### config.mk
export PLATFORM = sky130hd
export DESIGN_NAME = flex_timer
export DESIGN_NICKNAME = d
export VERILOG_FILES = /design/src/rtl/flex_timer.sv
export SDC_FILE = /design/constraint.sdc
export NUM_CORES = 1
export LEC_CHECK = 0
export CORE_MARGIN = 2
export CORE_UTILIZATION = 39
export DETAILED_ROUTE_END_ITERATION = 7
export DONT_BUFFER_PORTS = 1
export SYNTH_ARGS = -nofsm -noshare
export SYNTH_HDL_FRONTEND = slang
export SYNTH_SLANG_ARGS = --single-unit
export TNS_END_PERCENT = 50
### constraint.sdc
create_clock -name clk -period 3.6 [get_ports clk]
set_input_delay 0.72 -clock clk [delete_from_list [all_inputs] [get_ports clk]]
set_output_delay 0.72 -clock clk [all_outputs]
set_load 0.005 [all_outputs]
### src/rtl/flex_timer.sv
// Up/down counter between two programmable bounds, with prescaler, load,
// and continuous or one-shot terminal behaviour.
module flex_timer #(
  parameter int NUM_CNT_BITS  = 8,
  parameter int PRESCALE_BITS = 4
) (
  input  logic                     clk,
  input  logic                     rst,
  input  logic                     clear,
  input  logic                     count_enable,
  input  logic                     load,
  input  logic [NUM_CNT_BITS-1:0]  load_val,
  input  logic                     dir,
  input  logic                     one_shot,
  input  logic [NUM_CNT_BITS-1:0]  low_val,
  input  logic [NUM_CNT_BITS-1:0]  rollover_val,
  input  logic [PRESCALE_BITS-1:0] prescale_val,
  output logic [NUM_CNT_BITS-1:0]  count_out,
  output logic                     rollover_flag,
  output logic                     wrap_pulse,
  output logic                     done
);

  logic [PRESCALE_BITS-1:0] presc;
  logic [PRESCALE_BITS-1:0] next_presc;
  logic [NUM_CNT_BITS-1:0]  next_count;
  logic [NUM_CNT_BITS-1:0]  terminal;
  logic [NUM_CNT_BITS-1:0]  wrap_target;
  logic [NUM_CNT_BITS-1:0]  stepped;
  logic                     tick;
  logic                     at_terminal;
  logic                     next_done;
  logic                     next_wrap;

  assign terminal    = dir ? low_val : rollover_val;
  assign wrap_target = dir ? rollover_val : low_val;
  assign tick        = count_enable && (presc == prescale_val);
  assign at_terminal = (count_out == terminal);
  assign stepped     = dir ? (count_out - 1'b1) : (count_out + 1'b1);

  always_comb begin
    next_count = count_out;
    next_presc = presc;
    next_done  = done;
    next_wrap  = 1'b0;
    if (load) begin
      next_count = load_val;
      next_presc = '0;
      next_done  = 1'b0;
    end else begin
      if (tick) begin
        next_presc = '0;
      end else if (count_enable) begin
        next_presc = presc + 1'b1;
      end
      if (tick) begin
        if (one_shot) begin
          // Once done is set the count parks until a load or clear re-arms it.
          if (!done) begin
            if (at_terminal) begin
              next_done = 1'b1;
              next_wrap = 1'b1;
            end else begin
              next_count = stepped;
            end
          end
        end else begin
          if (at_terminal) begin
            next_count = wrap_target;
            next_wrap  = 1'b1;
          end else begin
            next_count = stepped;
          end
        end
      end
    end
  end

  always_ff @(posedge clk) begin
    if (rst) begin
      count_out     <= '0;
      presc         <= '0;
      done          <= 1'b0;
      wrap_pulse    <= 1'b0;
      rollover_flag <= 1'b0;
    end else if (clear) begin
      count_out     <= '0;
      presc         <= '0;
      done          <= 1'b0;
      wrap_pulse    <= 1'b0;
      rollover_flag <= 1'b0;
    end else begin
      count_out     <= next_count;
      presc         <= next_presc;
      done          <= next_done;
      wrap_pulse    <= next_wrap;
      rollover_flag <= (next_count == terminal);
    end
  end

endmodule

==> flow_summary.toml <==
[sta]
worst-slew-pin-transition_ps = 641
fmax_mhz = 328
finalMaxSlewViolations = 0
setup_violations = 0
period_minus_slack_ps = 3050
setup-tns-final_ps = 0
fin_crit_sh_pct = 84.6
slew_headroom_pct = 56.9
grt_setup_unrepaired = "false"
hold_ws_ps = 536
layout_setup_ws_ps = 554
finClkSkew_ps = 2.13
hold_violations = 0

[die]
rows = 23
die_y_um = 69.1
core_um2 = 4030
io_pins = 46
dieArea_um2 = 4770
initial_core_util_pct = 41.0
die_w_um = 69.1

[placed_design]
placed_area_um2 = 1670
place_congestion = 0.861
place_ws_ps = 340
port_buffers = 0
post-dp-hpwl_um = 3450

[final_layout]
final_common_cell = "xnor2_1"
regArea_um2 = 300
nFillCells = 419
final_area_um2 = 1710
multi_input_area_um2 = 1300
drive_gt1_share_pct = 12.6
mostFrequentLayoutCells = "xnor2_1, dfxtp_1, nor2_1"
layout.nets = 234
antenna_cells = 0
areaGrowthSynthToFinish_pct = 3.79

[power_and_ir_drop]
comb_power_share_pct = 28.4
p_sw_share_pct = 32.5
p_clk_share_pct = 32.2
p_seq_share_pct = 39.4
cellLeakagePower_uw = 0.000601
internal_power_uw = 307
switchingPower_uw = 147
ir_worst_vdd_v = 0.000117
pwr_density_cell_nw_per_um2 = 265

[setup_path]
worstPathArrival_ps = 3220
critPathMaxFanout = 25
end_kind = "flip-flop"
critPathTopFamily = "simple AND/OR/NAND/NOR gates"
cp_common_cell = "xnor2_1"
path_cells = "mux2i_2 > xnor2_1 > nor4_4 > and2_1 > mux2i_1 > a211oi_1 > o21ai_0 > xnor2_1 > nor4_2"
worstSetupPathType = "in -> reg"
crit_slowest_cell = "nor4_4"
cp.required_ps = 3770
crit_path_max_incr_delay_ps = 570
path_buf_inv = 0
critPathLaunchType = "input port"

[synthesis]
synth_seq_area_share_pct = 18.2
yosys.area_share.simple_pct = 20.9
synthMuxAreaShare_pct = 12.8
ys_ff_latch = 15
synth.avg_cell_area_um2 = 8.47
synth_edf_count = 0
synth_cell_types = 55
ys_warn_count = 0
synth_top_family_by_area = "compound AO/OA/AOI/OAI gates"
synthesis.area_um2 = 1650
synth_xor_area_share_pct = 14.8
synth-adder-area-share_pct = 6.52
synth_ff_type = "dfxtp_1"
syn_inst = 195
syn-num-nets = 238
synth_compound_area_share_pct = 23.5
synthArstFlopShare_pct = 0

[route]
via_per_inst = 6.15
drc = 0
wl_um = 4400
avgRoutedWirePerCell_um = 18.3
dr.pass1.iters = 4
ant_nets = 0
vias = 1477
drt-initial-drc-count = 137

[clock_network]
cts_sinks = 15
cts.path.max_buffers = 2
h-tree-depth = 1
cts_setup_buffers = 0
hold_buffers = 0
cts_tree = "done"
clk_latency_ps = 260
numCtsBuffers = 3
ctsResizeCount = 0
root_buffer = "clkbuf_8"
cts.clk_slew.worst_paths_ps = 70

[global_route]
grt_max_degree = 26
antenna_found_initial = 0
grt_pass1_wl_um = 7150
grt_pass1_vias = 1415
grtUsageTotal_pct = 18.6
overflow = 0

[run_status]
status = "finished clean"

[flow_run]
max-cap-violations = 0

[worst_hold_path]
hold_path_class = "in -> reg"
[power by group through the flow]
stage | logic [µW] | registers [µW] | clock network (µW)
global placement | 129 | 183 | 0
detailed placement | 128 | 183 | 0
CTS | 129 | 179 | 148
finish | 129 | 179 | 146
global route | 144 | 180 | 154
floorplan | 118 | 179 | 0
[worst register-to-register path, stage by stage (launching register included)]
cell	delay (ps)
dfxtp_1	440
fa_1	500
a211oi_1	280
o21bai_1	120
a21oi_1	190
xor2_1	210
mux2i_1	100
a211oi_1	240
o21ai_0	180
xnor2_1	190
nor4_2	250
[synthesized netlist by cell type, drive strengths merged (3+ instances only)]
library cell  count  share of area [%]
a211oi            8                3.9
a21o              4                1.8
a21oi             9                2.7
a31oi             3                1.1
buf               4                1.7
clkbuf            5                1.1
dfxtp            15                 18
ha                7                5.3
mux2              5                3.4
mux2i            14                9.4
nand2            13                3.1
nand3             3               0.91
nand4             4                1.5
nor2             14                3.2
nor3              7                2.1
nor4              6                4.5
o21ai            10                3.0
o221ai            3                2.3
xnor2            18                9.5
xor2             10                5.3
[final timing paths]
path                                   start             to  slack (ps)  cells after the start
worst max-delay path                     dir  rollover_flag         550                      9
worst max register to register  count_out[0]  rollover_flag         830                     10
worst min-delay path                    load           done         540                      1
worst min register to register      presc[3]       presc[3]         550                      2
[area by class of cell]
type                       instances  share of cell area, %
clock inverter                     1                  0.292
tap                               50                   3.65
inverter                           2                  0.438
multi-input combinational        169                   75.7
clock buffer                       3                   2.41
sequential                        15                   17.5
[state kept, by name, indices dropped and copies added (netlist names)]
signal / flops
wrap_pulse: 1
count_out: 8
rollover_flag: 1
done: 1
presc: 4
[kinds of logic (layout without fill, tap and decap cells)]
family          count (synthesis)  count (layout)
simple gates                   60              60
compound gates                 54              54
xor+xnor                       28              28
mux                            19              19
flops                          15              15
buf+inv                        11               6
fa+ha+maj                       8               8
[per-stage QoR]
step	cells	utilization [%]	power (µW)
floorplan	195	-	298
global placement	236	41.4	312
detailed placement	236	41.4	311
CTS	240	42.5	456
global route	240	42.5	477
finish	240	42.5	454
[layer usage]
metal,up-vias,global-route usage [%],part of all wire [%]
met5,-,0,0
met4,0,7.63,1.3
met3,6,5.12,9.0
met2,58,27.2,44
met1,684,25.4,46
li1,729,-,-
(Power assumes the default switching activity.)
